`src/rtl/bayer_mosaic_reader_pkg.sv`:
```
// Shared definitions for the Bayer mosaic reader and the matching demosaic side:
// frame geometry, FSM states and the GRBG colour-select function.
package bayer_mosaic_reader_pkg;

    localparam int IMG_LOG2 = 7;
    localparam int ADDR_W   = 2 * IMG_LOG2;

    typedef enum logic [1:0] {
        ST_IDLE,
        ST_READ,
        ST_DRAIN,
        ST_DONE
    } state_e;

    typedef enum logic [1:0] {
        COL_R,
        COL_G,
        COL_B
    } col_sel_e;

    // GRBG tile: even rows G R G R ..., odd rows B G B G ...
    function automatic col_sel_e grbg_sel(input logic row0, input logic col0);
        col_sel_e sel;
        case ({row0, col0})
            2'b01:   sel = COL_R;
            2'b10:   sel = COL_B;
            default: sel = COL_G;
        endcase
        return sel;
    endfunction

endpackage

```
`src/rtl/bayer_mosaic_reader_pix_fifo2.sv`:
```
// Two-entry FIFO carrying a pixel plus its end-of-frame flag.
// Push while full is accepted only when a pop frees the head slot in the same cycle.
module pix_fifo2 #(
    parameter int W = 9
) (
    input  logic         clk,
    input  logic         reset,
    input  logic         push,
    input  logic [W-1:0] push_data,
    input  logic         pop,
    output logic [W-1:0] head_data,
    output logic [1:0]   count,
    output logic         not_empty
);

    logic [W-1:0] mem_q [2];
    logic [W-1:0] mem_d [2];
    logic         wr_ptr_q, wr_ptr_d;
    logic         rd_ptr_q, rd_ptr_d;
    logic [1:0]   count_q, count_d;
    logic         push_ok, pop_ok;

    always_comb begin
        pop_ok   = pop && (count_q != 2'd0);
        push_ok  = push && ((count_q != 2'd2) || pop_ok);
        mem_d    = mem_q;
        wr_ptr_d = wr_ptr_q;
        rd_ptr_d = rd_ptr_q;
        count_d  = count_q;
        if (push_ok) begin
            mem_d[wr_ptr_q] = push_data;
            wr_ptr_d        = ~wr_ptr_q;
        end
        if (pop_ok) begin
            rd_ptr_d = ~rd_ptr_q;
        end
        if (push_ok && !pop_ok) begin
            count_d = count_q + 2'd1;
        end else if (!push_ok && pop_ok) begin
            count_d = count_q - 2'd1;
        end
    end

    always_ff @(posedge clk or posedge reset) begin
        if (reset) begin
            mem_q[0] <= '0;
            mem_q[1] <= '0;
            wr_ptr_q <= 1'b0;
            rd_ptr_q <= 1'b0;
            count_q  <= 2'd0;
        end else begin
            mem_q    <= mem_d;
            wr_ptr_q <= wr_ptr_d;
            rd_ptr_q <= rd_ptr_d;
            count_q  <= count_d;
        end
    end

    assign head_data = mem_q[rd_ptr_q];
    assign count     = count_q;
    assign not_empty = (count_q != 2'd0);

endmodule

```
`src/rtl/bayer_mosaic_reader.sv`:
```
// Streams one frame from separate R/G/B planes as a GRBG mosaic in raster order,
// with a 2-deep output buffer so the sink can stall without losing pixels.
module bayer_mosaic_reader #(
    parameter int IMG_LOG2 = bayer_mosaic_reader_pkg::IMG_LOG2,
    parameter int DW       = 8
) (
    input  logic                  clk,
    input  logic                  reset,
    input  logic                  start,
    output logic [2*IMG_LOG2-1:0] addr_r,
    output logic [2*IMG_LOG2-1:0] addr_g,
    output logic [2*IMG_LOG2-1:0] addr_b,
    input  logic [DW-1:0]         rdata_r,
    input  logic [DW-1:0]         rdata_g,
    input  logic [DW-1:0]         rdata_b,
    output logic                  out_valid,
    output logic [DW-1:0]         out_data,
    output logic                  out_last,
    input  logic                  out_ready,
    output logic                  busy,
    output logic                  done
);
    import bayer_mosaic_reader_pkg::*;

    localparam int AW = 2 * IMG_LOG2;
    localparam logic [AW-1:0] CNT_MAX = '1;

    state_e        state_q, state_d;
    logic [AW-1:0] cnt_q, cnt_d;
    logic          busy_q, busy_d;
    logic          done_q, done_d;

    logic          push, pop;
    logic [DW-1:0] pix;
    logic [DW:0]   push_data, head_data;
    logic [1:0]    fifo_count;
    logic          fifo_ne;

    always_comb begin
        case (grbg_sel(cnt_q[IMG_LOG2], cnt_q[0]))
            COL_R:   pix = rdata_r;
            COL_B:   pix = rdata_b;
            default: pix = rdata_g;
        endcase
    end

    assign push_data = {(cnt_q == CNT_MAX), pix};
    assign pop       = fifo_ne && out_ready;

    always_comb begin
        state_d = state_q;
        cnt_d   = cnt_q;
        push    = 1'b0;
        case (state_q)
            ST_IDLE: begin
                if (start) begin
                    state_d = ST_READ;
                    cnt_d   = '0;
                end
            end
            ST_READ: begin
                if ((fifo_count < 2'd2) || pop) begin
                    push = 1'b1;
                    // Counter parks on the last pixel so addresses hold through DRAIN/DONE.
                    if (cnt_q == CNT_MAX) begin
                        state_d = ST_DRAIN;
                    end else begin
                        cnt_d = cnt_q + 1'b1;
                    end
                end
            end
            ST_DRAIN: begin
                if (pop && head_data[DW]) begin
                    state_d = ST_DONE;
                end
            end
            default: state_d = ST_IDLE;
        endcase
        busy_d = (state_d == ST_READ) || (state_d == ST_DRAIN);
        done_d = (state_d == ST_DONE);
    end

    always_ff @(posedge clk or posedge reset) begin
        if (reset) begin
            state_q <= ST_IDLE;
            cnt_q   <= '0;
            busy_q  <= 1'b0;
            done_q  <= 1'b0;
        end else begin
            state_q <= state_d;
            cnt_q   <= cnt_d;
            busy_q  <= busy_d;
            done_q  <= done_d;
        end
    end

    pix_fifo2 #(.W(DW + 1)) u_fifo (
        .clk       (clk),
        .reset     (reset),
        .push      (push),
        .push_data (push_data),
        .pop       (pop),
        .head_data (head_data),
        .count     (fifo_count),
        .not_empty (fifo_ne)
    );

    assign addr_r    = cnt_q;
    assign addr_g    = cnt_q;
    assign addr_b    = cnt_q;
    assign out_valid = fifo_ne;
    assign out_data  = head_data[DW-1:0];
    assign out_last  = head_data[DW];
    assign busy      = busy_q;
    assign done      = done_q;

endmodule

```
`config.mk`:
```
export PLATFORM = sky130hd
export DESIGN_NAME = bayer_mosaic_reader
export DESIGN_NICKNAME = d
export VERILOG_FILES = /design/src/rtl/bayer_mosaic_reader_pkg.sv /design/src/rtl/bayer_mosaic_reader_pix_fifo2.sv /design/src/rtl/bayer_mosaic_reader.sv
export SDC_FILE = /design/constraint.sdc
export NUM_CORES = 1
export LEC_CHECK = 0
export BUFFER_PORTS_ARGS = -buffer_cell sky130_fd_sc_hd__buf_2
export CORE_UTILIZATION = 33
export CTS_CLUSTER_SIZE = 25
export DETAILED_ROUTE_END_ITERATION = 8
export PLACE_DENSITY = 0.55
export SYNTH_ARGS = -nofsm -noshare
export SYNTH_HDL_FRONTEND = slang
export SYNTH_HIERARCHICAL = 1
export SYNTH_SLANG_ARGS = --single-unit
```
`constraint.sdc`:
```
create_clock -name clk -period 3.2 [get_ports clk]
set_input_delay 0.96 -clock clk [delete_from_list [all_inputs] [get_ports clk]]
set_output_delay 0.96 -clock clk [all_outputs]
set_load 0.01 [all_outputs]
```
======== After elaboration in Yosys (flattened, before gate mapping) ========
Index checks and enable logic that the tools add are counted.
cells by class
  muxes and demuxes ....................... 21
  bitwise logic cells ..................... 4
  magnitude comparators ................... 4
  eq/ne operators ......................... 13
  $add $sub $neg .......................... 3
  reductions and logical operators ........ 18
operators by type and width
  operator                 number
  $mux W14                 3
  $mux W9                  4
  $pmux W14 S2             1
  $bwmux W18               1
  $pmux W8 S2              1
  $add A14 B1 Y14 const B  1
  $eq A14 B14 Y1 const B   1
  $mux W2                  6
  $eq A2 B2 Y1 const B     5
  $demux W9 S1             1
  $ne A2 B2 Y1 const B     4
  $logic_and A1 B1 Y1      7
  $eq A2 B1 Y1 const B     3
  $pmux W2 S3              1
  $reduce_bool A2 Y1       3
  $ge A2 B2 Y1 const B     2
  $logic_not A2 Y1         2
  $not A1 Y2               2
  $pmux W2 S2              1
  $reduce_and A4 Y1        1
  $logic_or A1 B1 Y1       3
  $add A2 B1 Y2 const B    1
  $logic_not A1 Y1         2
  $lt A2 B1 Y1 const B     1
  other kinds (4)          6
word-level totals
  logic and storage cells ................. 72
  output and inout port bits .............. 54
  bits in registers ....................... 40

======== Depth between registers and ports, before layout ========
Gate-level depths: netlist (run 1).
  word-level depth ........................ 10
  mapped depth ............................ 9
  gate-level depth less buffers ........... 9

======== Modules after synthesis ========
The synthesis (run 1) kept the hierarchy.
by module, submodules not included
  module               area an instance (um^2)  times used  cells each
  bayer_mosaic_reader  1418.9                   1           167
  pix_fifo2            1022.2                   1           66

======== Worst setup path after synthesis (run 1) ========
Ideal clock, no wire load.
  kind .................................... input -> register
  start ................................... input port out_ready
  end ..................................... register u_fifo.count_q[1], in the netlist u_fifo/count[1]
  path buffers ............................ 0
  stages .................................. 6
  data arrival time ....................... 2.173 ns
  setup time .............................. 0.079 ns
  setup slack ............................. 0.948 ns
  cells stage by stage .................... and2_1 nor3b_2 and2b_2 ha_1 nor2_1 xor2_1
on the way
  word-level cells in the longest chain between the ends .. 8
  elaborated cells on any way between the ends .. 13
RTL lines
  item                          RTL line                             RTL
  start: declaration            bayer_mosaic_reader.sv:19            input logic out_ready,
  $logic_and A1 B1 Y1 (*)       bayer_mosaic_reader.sv:48            assign pop = fifo_ne && out_ready;
  $logic_or A1 B1 Y1            bayer_mosaic_reader.sv:62            if ((fifo_count < 2'd2) || pop) begin
  $mux W1                       bayer_mosaic_reader.sv:62
  $mux W1                       bayer_mosaic_reader.sv:54            case (state_q)
  $logic_and A1 B1 Y1           bayer_mosaic_reader_pix_fifo2.sv:25  push_ok = push && ((count_q != 2'd2) || pop_ok);
  $logic_not A1 Y1              bayer_mosaic_reader_pix_fifo2.sv:39  end else if (!push_ok && pop_ok) begin
  $logic_and A1 B1 Y1           bayer_mosaic_reader_pix_fifo2.sv:39
  $reduce_bool A2 Y1 (no line)  n/a
  end signal: assignment        bayer_mosaic_reader_pix_fifo2.sv:55  count_q <= count_d;
  end: declaration              bayer_mosaic_reader_pix_fifo2.sv:20  logic [1:0] count_q, count_d;
Mark *: on every way between the ends. The rest lies on a longest branch, timed or not.
A chain may end at the register's enable or synchronous reset.

======== Final worst setup path (run 1) ========
  start ................................... register u_fifo.rd_ptr_q
  end ..................................... output port out_last
on the way
  word-level cells in the longest chain between the ends .. 4
RTL lines
  item                                        RTL line                             RTL
  start: declaration                          bayer_mosaic_reader_pix_fifo2.sv:19  logic rd_ptr_q, rd_ptr_d;
  start signal: assignment                    bayer_mosaic_reader_pix_fifo2.sv:54  rd_ptr_q <= rd_ptr_d;
  $not A1 Y2 (not written as such)            bayer_mosaic_reader_pix_fifo2.sv:59  assign head_data = mem_q[rd_ptr_q];
  $mux W9 (not written as such) (3 in a row)  bayer_mosaic_reader_pix_fifo2.sv:59
  end: declaration                            bayer_mosaic_reader.sv:18            output logic out_last,
No other way between the ends. The select of a mux whose other input is x is not followed.

==> results_dict.tcl, run 1 <==
set metrics [dict create \
    place_area_um2 2700 \
    cts.path.max_buffers 2 \
    postRouteAntennaNets 0 \
    worst-path-buf-inv 1 \
    vias 1901 \
    ir_worst_vdd_mv 0.152 \
    coreArea_um2 6980 \
    die_y_um 88.0 \
    syn2layout_area_growth_pct 15.6 \
    fin_crit_sh 0.761 \
    routed_via_density 4.99 \
    ys.warnings.count 6 \
    rsz0062_at_grt "false" \
    path_class "reg -> out" \
    cts_resized 0 \
    path_delay_family "flip-flops" \
    grt_overflow_total 0 \
    clk_pin_slew_ns 0.07 \
    io_pins 82 \
    crit_chain "mux2_2 -> buf_2" \
    io_buffers 81 \
    synthCells 233 \
    ys_seq_area_frac 0.410 \
    initial_core_util 0.350 \
    crit_path_top_delay_cell "dfrtp_1" \
    cts_max_level 2 \
    holdBufCountCts 0 \
    rows 30 \
    grt_pass1_wl_um 8380 \
    tritoncts "done" \
    drive_gt1_frac 0.442 \
    seqPwrFrac 0.512 \
    combPwrFrac 0.033 \
    synth-seq-cells 40 \
    min_path_type "reg -> reg" \
    drt-pass1-iter-count 4 \
    routed_wl_um 5170 \
    max_slew_margin 0.442 \
    ys_types 41 \
    syn_area_per_cell_um2 10.5 \
    final_common_cell "buf_2" \
    cts_sinks 40 \
    critPathMaxStageDelay_ns 0.63 \
    fin_area_um2 2820 \
    n_antenna_cell 0 \
    fin_tns_setup_ns 0 \
    worstPathRequired_ns 2.24 \
    worst_slew_pin_slew_ns 0.836 \
    endpoint_kind "output port" \
    drc 0 \
    grt_pass1_vias 1740 \
    drv_cap 0 \
    power.density_nw_per_um2 350 \
    antenna_found_initial 0 \
    cp.arrival_ns 1.48 \
    syn_nets 266 \
    swShare 0.195 \
    instances_no_fill 381 \
    cts_made_buffers 5 \
    p_leak_uw 0.00150 \
    clockRootBuffer "clkbuf_8" \
    final_cell_mix "buf_2, dfrtp_1, nand2_1" \
    seqCellArea_um2 1000 \
    start_kind "flip-flop" \
    slew_viol_final 0 \
    drt_iter0_drc 77 \
    fin_worst_skew_ns 0.00507 \
    status "finished clean" \
    path_max_fanout 10 \
    setup_viol 0 \
    nFillCells 711 \
    grt_start_max_net_pins 25 \
    gp_congestion 0.761 \
    multi_input_area_um2 1130 \
    max_freq_mhz 410 \
    power_frac_clock 0.455 \
    power.switching_uw 192 \
    die_w_um 88.0 \
    clkLatencyLatePin_ns 0.28 \
    globalRouteTotalUtil 0.141 \
    p_total_uw 987 \
    wl_per_cell_um 13.6 \
    finalHoldViolations 0 \
    hpwl_um 3720 \
    place_inst 373 \
    die-area_um2 7740 \
    p_int_uw 794 \
    nets 317 \
    period_needed_ns 2.44 \
    syn-cell-area_um2 2440 \
    post-cts-setup-buffer-count 0 \
]
==> path summary, 6_finish.rpt <==
path / from / endpoint / slack, ns / depth (start not counted)
setup / recovery: u_fifo/rd_ptr_q / out_last / 0.76 / 2
hold / removal: u_fifo/mem_q[5] / u_fifo/mem_q[5] / 0.51 / 1
setup reg to reg: u_fifo/count[0] / u_fifo/count[1] / 1.01 / 7
hold reg to reg: u_fifo/mem_q[5] / u_fifo/mem_q[5] / 0.51 / 1
max in group asynchronous: reset / u_fifo/count[1] / 1.84 / 2
min in group asynchronous: reset / addr_b[0] / 0.80 / 2
==> per-stage QoR <==
| step | hold slack [ns] | setup WS, ns | utilization |
|---|---|---|---|
| after CTS | 0.509 | 0.724 | 0.404 |
| final | 0.507 | 0.764 | 0.404 |
| after global placement | 0.483 | 0.743 | 0.386 |
| after floorplan | 0.471 | 0.948 | - |
| after detailed placement | 0.491 | 0.733 | 0.386 |
| after global routing | 0.525 | 0.701 | 0.404 |
==> registers in the layout, indices dropped and copies added, names as in the netlist <==
| name | cells |
|---|---|
| u_fifo/count | 2 |
| addr_b | 14 |
| busy | 1 |
| u_fifo/mem_q | 18 |
| done | 1 |
| state_q | 2 |
| u_fifo/wr_ptr_q | 1 |
| u_fifo/rd_ptr_q | 1 |
==> kinds of logic after synthesis <==
family	Yosys count	synth area share
AOI/OAI and AO/OA	43	0.114
xor gates and xnor gates	5	0.0179
adders and majority gates	5	0.0256
buffers and inverters	45	0.126
DFF	40	0.410
muxes	29	0.147
and+or+nand+nor	66	0.160
==> cell usage after synthesis (all sizes together) <==
library cell | number | area, um2
o41ai | 1 | 8.76
nor4 | 1 | 6.26
and2b | 2 | 18.8
or2 | 1 | 6.26
buf | 35 | 267
nand2 | 22 | 82.6
nand4 | 5 | 46.3
mux2 | 27 | 338
and4 | 1 | 8.76
ha | 5 | 62.6
nor4b | 2 | 17.5
xnor2 | 2 | 17.5
a21o | 1 | 7.51
nor3b | 3 | 32.5
and2 | 3 | 18.8
nor2 | 3 | 13.8
clkbuf | 3 | 11.3
a21oi | 8 | 40.0
inv | 7 | 28.8
dfrtp | 40 | 1000
or3 | 1 | 6.26
o31ai | 7 | 52.6
or4 | 7 | 52.6
mux2i | 2 | 20.0
and3 | 3 | 18.8
a21bo | 1 | 10.0
nor2b | 2 | 12.5
nand3 | 10 | 50.1
o311ai | 1 | 8.76
xor2 | 3 | 26.3
o211ai | 4 | 30.0
o21ai | 12 | 60.1
a22oi | 8 | 60.1
==> cell type report <==
type                       count  share of cell area
clock buffer                   7              0.0341
clock inverter                 1              0.0106
inverter                       7              0.0102
multi-input combinational    148               0.402
sequential                    40               0.355
tap                           96              0.0426
timing repair buffer          82               0.146
==> power groups by stage <==
stage / sequential (uW) / clock (uW) / combinational (uW)
6_report: 505 / 449 / 32.8
3_3_place_gp: 515 / 0 / 33.5
2_1_floorplan: 515 / 0 / 13.0
3_5_place_dp: 515 / 0 / 34.4
5_1_grt: 505 / 485 / 38.7
4_1_cts: 505 / 467 / 34.3
==> layer usage <==
metal / part of all wire / track usage / vias to the layer above
met3: 0.043 / 0.0330 / 2
met5: 0 / 0 / -
met2: 0.47 / 0.224 / 62
met1: 0.48 / 0.194 / 921
li1: - / - / 916
met4: 0.0044 / 0.0313 / 0
Note: power is estimated with default switching activity, not from simulation.
==> run 2: changes to the inputs <==
--- a/config.mk
+++ b/config.mk
@@ -5,11 +5,12 @@
 export SDC_FILE = /design/constraint.sdc
 export NUM_CORES = 1
 export LEC_CHECK = 0
+export ABC_AREA = 1
 export BUFFER_PORTS_ARGS = -buffer_cell sky130_fd_sc_hd__buf_2
 export CORE_UTILIZATION = 33
 export CTS_CLUSTER_SIZE = 25
 export DETAILED_ROUTE_END_ITERATION = 8
-export PLACE_DENSITY = 0.55
+export PLACE_DENSITY = 0.54
 export SYNTH_ARGS = -nofsm -noshare
 export SYNTH_HDL_FRONTEND = slang
 export SYNTH_HIERARCHICAL = 1
==> constraint.sdc (replaced) <==
create_clock -name clk -period 2.25 [get_ports clk]
set_input_delay 0.675 -clock clk [delete_from_list [all_inputs] [get_ports clk]]
set_output_delay 0.675 -clock clk [all_outputs]
set_load 0.01 [all_outputs]
==> run 2 against run 1 <==
Net effect: synthesized cell count rose by 52%; area after synthesis rose by 11%; via count rose by 25%; die area rose by 11%; highest routed layer unchanged; register-to-register slack got worse by 0.75 ns; worst hold slack got worse by 0.28 ns; clock-buffer cell count fell by 2; critical path depth rose by 9; sequential power rose by 42%; setup slack got worse by 0.51 ns; global-route usage rose by 2.0 points; clock power rose by 37%.
==> results_dict.tcl, run 2 <==
set metrics [dict create \
    syn_area_per_cell_um2 7.66 \
    start_kind "flip-flop" \
    clk_pin_slew_ns 0.09 \
    cts_resized 0 \
    synth.top_cell.area_share 0.368 \
    final_cell_mix "nand2_1, buf_2, dfrtp_1" \
    synth_top_area_cell "dfrtp_1" \
    setup_slack_ns 0.256 \
    syn2layout_area_growth_pct 15.1 \
    drt-pass1-iter-count 4 \
    drv_cap 0 \
    grt_start_max_net_pins 28 \
    path_max_fanout 7 \
    busiest_layer "met2" \
    p_leak_uw 0.00171 \
    r2r_slack_ns 0.26 \
    clkLatencyLatePin_ns 0.30 \
    vias 2371 \
    p_total_uw 1380 \
    synth-simple-area-share 0.369 \
    synthAdderAreaFrac 0.0230 \
    post-cts-setup-buffer-count 0 \
    routed_via_density 4.60 \
    rr_worst_depth 11 \
    tritoncts "done" \
    io_buffers 81 \
    drt_iter0_drc 93 \
    fin_worst_skew_ns 0.0138 \
    synthMuxAreaShare 0 \
    cp.arrival_ns 2.18 \
    antenna_found_initial 0 \
    drc 0 \
    synth_ff_type "dfrtp_1" \
    yosys.area_share.xor_xnor 0.0193 \
    syn-cell-area_um2 2720 \
    io_pins 82 \
    status "finished clean" \
    worst_slew_pin_slew_ns 0.483 \
    worstPathRequired_ns 2.44 \
    min_path_type "in -> async" \
    slew_viol_final 0 \
    die_y_um 92.8 \
    ys.warnings.count 6 \
    fin_crit_sh 0.886 \
    async_reset_ff_frac 1.00 \
    power.density_nw_per_um2 442 \
    ir_worst_vdd_mv 0.224 \
    max_slew_margin 0.678 \
    gp_congestion 0.789 \
    endpoint_kind "flip-flop" \
    path_class "reg -> reg" \
    setup_viol 0 \
    nets 445 \
    die_w_um 92.8 \
    holdBufCountCts 0 \
    rsz0062_at_grt "false" \
    fin_tns_setup_ns 0 \
    synthCells 355 \
    cts_made_buffers 5 \
    grt_overflow_total 0 \
    coreArea_um2 7850 \
    drive_gt1_frac 0.329 \
    ys_seq_area_frac 0.368 \
    cts_max_level 2 \
    place_ws_ns 0.253 \
    hpwl_um 4760 \
    routed_wl_um 6470 \
    clockRootBuffer "clkbuf_8" \
    synth_area_leaders "dfrtp_1, nand2_1, buf_4, nand4_1, o21ai_2" \
    n_antenna_cell 0 \
    synth-edff-count 0 \
    synth_compound_area_frac 0.0704 \
    max_freq_mhz 501 \
    grt_util_met3 0.0320 \
    largest_register "u_fifo/mem_q" \
    die-area_um2 8610 \
    finalHoldViolations 0 \
    postRouteAntennaNets 0 \
    largest_reg_flops 18 \
    synth-seq-cells 40 \
    r2r_start "addr_b[1]" \
    syn_nets 388 \
    final_common_cell "nand2_1" \
    rows 32 \
    met1_usage 0.220 \
    wl_per_cell_um 12.6 \
    synth.most_common_cell "nand2_1" \
    globalRouteTotalUtil 0.160 \
    grt_pass1_vias 2221 \
    cts.path.max_buffers 2 \
    ys_types 29 \
    initial_core_util 0.346 \
    use_met2 0.256 \
    synth_top_family_by_area "simple AND/OR/NAND/NOR gates" \
    period_needed_ns 1.99 \
    cts_sinks 40 \
    reg2reg_to "busy" \
    grt_pass1_wl_um 10800 \
    synth_commonest_cells "nand2_1, dfrtp_1, buf_4, nand4_1, inv_1" \
]
[run 2: cell count changes in the layout (fill, tap and decap cells not counted), moves of 12 or more]
cell | previous run | this run
nor2_1 | 2 | 22
o21ai_0 | 12 | 0
nand4_1 | 4 | 25
nand2_1 | 22 | 121
inv_1 | 6 | 23
o21ai_2 | 0 | 12
mux2_2 | 18 | 0
[run 2: logic make-up (layout without fill, tap and decap cells)]
group           Yosys count  after routing
simple gates            209            209
buf+inv                  66            124
flops                    40             40
compound gates           29             29
xor+xnor                  6              6
fa+ha+maj                 5              5
[run 2: worst max path at each step]
| stage | depth (start not counted) | end | slack [ns] | startpoint |
|---|---|---|---|---|
| after global placement | 11 | busy | 0.26 | addr_b[1] |
| final | 11 | busy | 0.26 | addr_b[1] |
| after CTS | 4 | out_last | 0.22 | u_fifo/rd_ptr_q |
| after floorplan | 12 | u_fifo/count[1] | 0.32 | out_ready |
| after global routing | 11 | busy | 0.06 | addr_b[1] |
| after detailed placement | 11 | busy | 0.25 | addr_b[1] |
[run 2: where the power goes]
part	leakage [uW]	total, uW	switching [uW]	internal (uW)
logic	0.00111	52.4	29.6	22.8
registers	0.000543	718	0	718
clock network	0.0000548	613	279	334
[run 2: final cells by class]
type                       instances  area (um2)
timing repair buffer              90         473
tap                              102         128
clock inverter                     3        46.3
fill                             866        4720
clock buffer                       5        68.8
inverter                          26         103
multi-input combinational        249        1310
sequential                        40        1000
[run 2: per-layer routing]
layer	wire, um	vias to the layer above	part of all wire
li1	-	1237	-
met4	77	0	0.012
met3	335	7	0.052
met1	3100	1059	0.48
met5	0	-	0
met2	2960	68	0.46
[run 2: worst max-delay path, cell delays in order, from the launching register on]
cell and delay (ns):
dfrtp_1 0.47, ha_1 0.31, inv_1 0.10, nor2_4 0.19, nand2_4 0.08, clkinv_4 0.05
nand2_1 0.06, inv_1 0.11, nand2_1 0.06, nand2_1 0.05, nand3_1 0.09, ha_1 0.31
[run 2: metrics by stage]
stage / hold slack, ns / util / area [um2] / instances
5_1_grt: 0.229 / 0.399 / 3130 / 515
3_3_place_gp: 0.454 / 0.384 / 3010 / 507
3_5_place_dp: 0.458 / 0.384 / 3010 / 507
6_report: 0.229 / 0.399 / 3130 / 515
2_1_floorplan: 0.442 / - / 2720 / 355
4_1_cts: 0.224 / 0.399 / 3130 / 515
